--- config.mk ---
export PLATFORM = sky130hd
export DESIGN_NAME = program_loader
export DESIGN_NICKNAME = d
export VERILOG_FILES = /design/src/rtl/program_loader.sv
export SDC_FILE = /design/constraint.sdc
export NUM_CORES = 1
export LEC_CHECK = 0
export CAP_MARGIN = 25
export CORE_UTILIZATION = 35
export CTS_CLUSTER_DIAMETER = 200
export CTS_CLUSTER_SIZE = 12
export DETAILED_ROUTE_END_ITERATION = 10
export GPL_ROUTABILITY_DRIVEN = 0
export HOLD_SLACK_MARGIN = 0.12
export PLACE_DENSITY = 0.53
export SKIP_LAST_GASP = 1
export SYNTH_ARGS = -nofsm -noshare
export SYNTH_HDL_FRONTEND = slang
export SYNTH_SLANG_ARGS = --single-unit
--- constraint.sdc ---
create_clock -name clk -period 2 [get_ports clk]
set_input_delay 0.4 -clock clk [delete_from_list [all_inputs] [get_ports clk]]
set_output_delay 0.4 -clock clk [all_outputs]
set_load 0.05 [all_outputs]
--- src/rtl/program_loader.sv ---
// program_loader: boot-time image loader for the single-cycle core.
// Accepts a framed byte stream (16-bit big-endian word count, 4*N data
// bytes, one XOR checksum byte), assembles big-endian 32-bit words, writes
// them sequentially into instruction memory and keeps the core in reset
// until a complete image with a matching checksum has been written.
// ADDR_WIDTH is expected to be in the range 1..15 so that the largest legal
// word count (2^ADDR_WIDTH) still fits in the 16-bit header field.
module program_loader #(
    parameter int ADDR_WIDTH = 8
) (
    input  logic                  clk,
    input  logic                  reset,
    input  logic                  rx_valid,
    input  logic [7:0]            rx_data,
    output logic                  rx_ready,
    output logic                  imem_we,
    output logic [ADDR_WIDTH-1:0] imem_addr,
    output logic [31:0]           imem_wdata,
    output logic                  cpu_reset,
    output logic                  done,
    output logic                  error
);

    typedef enum logic [2:0] {
        HDR_HI = 3'd0,
        HDR_LO = 3'd1,
        DATA   = 3'd2,
        CHECK  = 3'd3,
        DONE   = 3'd4,
        ERROR  = 3'd5
    } state_t;

    // Largest legal word count; anything above it cannot fit in imem.
    localparam logic [16:0]         MAX_WORDS = 17'd1 << ADDR_WIDTH;
    localparam logic [ADDR_WIDTH:0] CNT_ONE   = {{ADDR_WIDTH{1'b0}}, 1'b1};

    state_t                state;
    state_t                state_next;

    logic [7:0]            n_hi;       // high byte of the word count
    logic [ADDR_WIDTH:0]   n_words;    // word count, one bit wider than the address
    logic [ADDR_WIDTH:0]   word_cnt;   // words issued so far; wide so N=2^ADDR_WIDTH never wraps
    logic [1:0]            byte_cnt;   // byte position inside the current word
    logic [23:0]           word_buf;   // first three bytes of the word being assembled
    logic [7:0]            csum;       // running XOR over data bytes only

    logic                  accept;
    logic [15:0]           hdr_n;
    logic                  oversize;
    logic                  last_byte;
    logic                  last_word;

    // Handshake: only the four receiving states take bytes, never during reset.
    assign rx_ready = !reset && (state inside {HDR_HI, HDR_LO, DATA, CHECK});
    assign accept   = rx_valid && rx_ready;

    // Full word count as it becomes known while N_LO is on the bus.
    assign hdr_n    = {n_hi, rx_data};
    assign oversize = {1'b0, hdr_n} > MAX_WORDS;

    // Word-completion and frame-completion decodes for the DATA state.
    assign last_byte = (byte_cnt == 2'd3);
    assign last_word = ((word_cnt + CNT_ONE) == n_words);

    // State register.
    always_ff @(posedge clk) begin
        if (reset) begin
            state <= HDR_HI;
        end else begin
            state <= state_next;
        end
    end

    // Next-state decode and the status outputs that follow the state.
    always_comb begin
        state_next = state;
        done       = 1'b0;
        error      = 1'b0;
        cpu_reset  = 1'b1;
        case (state)
            HDR_HI: begin
                if (accept) begin
                    state_next = HDR_LO;
                end
            end
            HDR_LO: begin
                if (accept) begin
                    if (oversize) begin
                        state_next = ERROR;
                    end else if (hdr_n == 16'd0) begin
                        state_next = CHECK;
                    end else begin
                        state_next = DATA;
                    end
                end
            end
            DATA: begin
                if (accept && last_byte && last_word) begin
                    state_next = CHECK;
                end
            end
            CHECK: begin
                if (accept) begin
                    state_next = (rx_data == csum) ? DONE : ERROR;
                end
            end
            DONE: begin
                done      = 1'b1;
                cpu_reset = 1'b0;
            end
            ERROR: begin
                error = 1'b1;
            end
            default: begin
                state_next = HDR_HI;
            end
        endcase
    end

    // Header capture, word assembly, checksum and the registered imem write port.
    always_ff @(posedge clk) begin
        if (reset) begin
            n_hi       <= 8'd0;
            n_words    <= '0;
            word_cnt   <= '0;
            byte_cnt   <= 2'd0;
            word_buf   <= 24'd0;
            csum       <= 8'd0;
            imem_we    <= 1'b0;
            imem_addr  <= '0;
            imem_wdata <= 32'd0;
        end else begin
            // The write strobe is a one-cycle pulse; address and data hold.
            imem_we <= 1'b0;
            if (accept) begin
                case (state)
                    HDR_HI: begin
                        n_hi <= rx_data;
                    end
                    HDR_LO: begin
                        // Truncation only matters for oversize counts, which go to ERROR.
                        n_words <= hdr_n[ADDR_WIDTH:0];
                    end
                    DATA: begin
                        csum     <= csum ^ rx_data;
                        byte_cnt <= byte_cnt + 2'd1;
                        if (last_byte) begin
                            imem_we    <= 1'b1;
                            imem_addr  <= word_cnt[ADDR_WIDTH-1:0];
                            imem_wdata <= {word_buf, rx_data};
                            word_cnt   <= word_cnt + CNT_ONE;
                        end else begin
                            word_buf <= {word_buf[15:0], rx_data};
                        end
                    end
                    default: begin
                    end
                endcase
            end
        end
    end

endmodule

# Word level (Yosys, flattened, before mapping)
# Cells that the tools add are included.
# totals
rom_bits	0
latch_bits	0
inputBits	11
mem_count	0
out_inout_bits	45
mem_bits_rw	0
elab_cells	58
register_bits	104
# classes
muxes	12
n_addsub	2
shifts	0
n_bitwise	5
n_lt_le_gt_ge	1
reduce_logical	16
mul	0
n_eq_ne	12
div	0
# op_table
operator	n
$gt 16x9->1 const B	1
$logic_not 16->1	1
$mux 3	5
$pmux 3 s5	1
$add 9x1->9 const B	1
$eq 9x9->1	1
$eq 8x8->1	1
$xor 8x8->8	1
$eq 3x2->1 const B	2
$eq 3x3->1 const B	2
$mux 1	6
$ne 2x2->1 const B	3
$reduce_and 2->1	3
$reduce_and 3->1	2
$reduce_and 5->1	1
$logic_and 1x1->1	4
$not 1->1	4
$reduce_bool 4->1	1
$eq 3x1->1 const B	1
$logic_not 3->1	1
$reduce_or 3->1	1
$add 2x1->2 const B	1
$eq 2x2->1 const B	1
$ne 2x1->1 const B	1
other kinds (2)	2

# Depth between registers and ports, before layout
# depth
ltp_word	8
depth_mapped	8
depth_no_buf	6

# Worst setup path after synthesis
# No wires, ideal clock.
# synth_timing
path_type	input to register
startpoint	in reset
endpoint	reg state[0]
slack_ns	0.136
setup_ns	0.074
arrival_ns	1.790
t_required_ns	1.926
stages	6
path_buffers	1
cell_sequence	buf_6 -> nor2_1 -> o21ai_0 -> a31oi_1 -> nand4_1 -> o21ai_0
# synth_via
elab_chain_len	7
word_cells_on_any_way	10
classes_between	eq/ne (4); reduce/logical (6)
# synth_rtl
element	line_no	source
start, declared	12	input logic reset,
$logic_not 1->1 *	54	assign rx_ready = !reset && (state inside {HDR_HI, HDR_LO, DATA, CHECK});
$logic_and 1x1->1 *	54	
named net rx_ready	15	output logic rx_ready,
$logic_and 1x1->1 *	55	assign accept = rx_valid && rx_ready;
$logic_and 1x1->1 (2 in a row)	98	if (accept && last_byte && last_word) begin
$ne 2x1->1 (no line)	n/a	
$reduce_and 5->1 (no line) *	n/a	
end signal, assigned	70	state <= state_next;
end, declared	37	state_t state;
# Mark *: on every way through the listed nets, which the timed path passes. The rest lies on a longest branch.
# A chain may end at the register's enable or synchronous reset.

# Worst setup path in the final report
# layout_timing
startpoint	reg imem_wdata[5]
endpoint	out imem_wdata[5]
# layout_rtl
element	line_no	source
start, declared	18	output logic [31:0] imem_wdata,
start signal, assigned	150	imem_wdata <= {word_buf, rx_data};
# No word-level cell between the ends.

==> results.txt <==
worst path buffer plus inverter count = 1
post-route minimum period = 1900 ps
most common cell after layout, fill and taps aside = nand2_1
clock input transition at the sequential cells of the worst setup and hold paths = 70 ps
VDD IR-drop max = 0.000466 V
diodes inserted = 0
setup TNS = 0 ps
Post-CTS Setup Bufs = 0
# DRC = 0
GR Overflow Total = 0
Nets = 598
crit start category = register
critical path class = reg2out
Max-Cap Viols = 0
core region area = 12,000 um2
Slowest-stage cell, CP = clkdlybuf4s50_1
Routed Wire Length = 9960 um
crit end category = output port
post-synth top area share = 48.3%
clock tree buffer depth = 2
WHS = 455 ps
Clock Skews = 9.18 ps
Mapped Cells = 529
largest area contributor in the netlist = dfxtp_1
Detail Placement HPWL = 6810 um
Yosys cell types = 41
Placed Area = 5190 um2
GR Util met2 = 26.7%
Mapped Area = 4310 um2
Initial Util = 35.9%
Die Area = 12,800 um2
met1 usage = 21.7%
global routing usage on met3 = 3.86%
Post-CTS Hold Buffers = 0
GRT busiest layer = met2
CTS root buf = clkbuf_16
Via Count = 3,582
Initial DRT Pass Iterations = 7
CP delay by family, top = buffers and inverters
first-iteration detailed-routing DRC count = 180
share of layout cells above drive strength 1 = 13.6%
largest net degree at the start of global routing = 88
vias in the first global route = 3,452
slowest stage delay, CP = 820 ps
row count = 40
fin crit share = 95.1%
cell count after placement = 721
CTS tree = yes
syn avg cell area = 8.15 um2
commonest cells after routing, fill and taps aside = 135 x nand2_1, 104 x dfxtp_1, 78 x a21oi_1
power per cell area = 759 nW/um2
RSZ-0062 raised after global routing = false
post-CTS sizing = 0
P_leak = 1.90 nW
Worst Path Arrival = 1500 ps
# fillers = 1,225
yosys warns = 0
syn_nets = 542
Fmax = 0.526 GHz
CTS Buf Count = 9
Worst EP required = 1600 ps
non-filler cells, final = 737
final instance area = 5470 um2
endpoints failing setup = 0
register bit total from synthesis = 104
Avg Vias per Cell = 4.86
area grow syn2layout = 26.9%
initial antenna violation count = 0
Die W = 113 um
sequential-to-total area share from yosys stat = 48.3%
post-route ant nets = 0
final hold violation count = 0
outcome = finished clean
first-pass GRT wire length = 16,600 um
Slew Viols, Final = 0
PortBufs = 55
Clock Sinks = 104
Cell Chain, Critical Path = clkdlybuf4s50_1
Hold Path Class = reg2reg
total power = 4.15 mW
clk_lat worst skew = 340 ps
drt wl/cell = 13.5 um
slew margin rel. = 40.1%
CTS H-tree depth = 3
largest cells by area after synthesis = dfxtp_1 48%, nand2_1 12%, a21oi_1 9.1%
Slew @ Worst Pin = 899 ps
Critical Path Fanout Max = 2
number of top-level pins = 56
Total Routing Usage GR = 16.3%
die height = 113 um
[synthesized netlist by cell type]
| cell | instances |
|---|---|
| a211oi_1 | 1 |
| a21bo_1 | 1 |
| a21oi_1 | 78 |
| a22oi_1 | 1 |
| a311oi_1 | 1 |
| a31oi_1 | 2 |
| and2_1 | 1 |
| and3_1 | 4 |
| and4_1 | 1 |
| buf_1 | 3 |
| buf_2 | 6 |
| buf_6 | 5 |
| clkbuf_1 | 29 |
| dfxtp_1 | 104 |
| ha_1 | 2 |
| inv_1 | 3 |
| inv_2 | 1 |
| mux2_2 | 1 |
| mux2i_1 | 9 |
| nand2_1 | 135 |
| nand2_2 | 20 |
| nand2b_1 | 4 |
| nand3_1 | 14 |
| nand3b_1 | 2 |
| nand4_1 | 4 |
| nand4bb_1 | 1 |
| nor2_1 | 30 |
| nor2_2 | 2 |
| nor2b_1 | 2 |
| nor3_1 | 4 |
| nor3_4 | 2 |
| nor3b_1 | 2 |
| nor4_1 | 5 |
| o211a_1 | 1 |
| o21ai_0 | 6 |
| o21bai_1 | 1 |
| o22ai_1 | 1 |
| or3_1 | 6 |
| or3b_1 | 1 |
| xnor2_1 | 9 |
| xor2_1 | 24 |
[layout make-up]
cell class / count / area [um2] / area share (%)
clock buffers: 11 / 243 / 4.44
clock inverters: 5 / 40.0 / 0.732
inverters: 4 / 15.0 / 0.274
multi-input cells: 378 / 2010 / 36.8
flip-flops and latches: 104 / 2080 / 38.1
well taps: 147 / 184 / 3.36
repair buffers: 88 / 896 / 16.4
[metrics by stage]
stage                     utilization (%)  setup slack, ps
final                                45.6             98.5
after global routing                 45.6             44.9
after detailed placement             43.2             -164
after global placement               43.2             -195
after CTS                            45.6             84.8
after floorplan                         -              136
[logic make-up (layout without fill, tap and decap cells)]
family / count (synthesis) / count (layout) / share of synthesized area [%]
compound gates: 93 / 93 / 11.4
xor+xnor: 33 / 33 / 6.71
fa+ha+maj: 2 / 2 / 0.580
buf+inv: 47 / 108 / 5.14
flops: 104 / 104 / 48.3
mux: 10 / 10 / 2.35
simple gates: 240 / 240 / 25.5
[power by group]
part	switching [mW]	internal, mW
sequential	0.0296	2.10
combinational	0.193	0.150
clock	0.789	0.891
[per-layer routing]
layer / wire length [um] / vias up
li1: - / 1848
met1: 4880 / 1662
met2: 4650 / 66
met3: 359 / 6
met4: 67 / 0
met5: 0 / -
[flip-flops by register name, indices dropped and copies added, names as in the netlist]
name and cells:
word_buf 24, n_words 9, n_hi 8, word_cnt 9, state 3, csum 8
imem_addr 8, imem_we 1, byte_cnt 2, imem_wdata 32
[path summary, 6_finish.rpt]
kind | start | to | slack (ps) | cells after the start
min | imem_wdata[19] | imem_wdata[19] | 450 | 2
min reg2reg | imem_wdata[19] | imem_wdata[19] | 450 | 2
max | imem_wdata[5] | imem_wdata[5] | 100 | 1
max reg2reg | state[1] | word_cnt[6] | 280 | 5
Note: power is estimated with default switching activity, not from simulation.
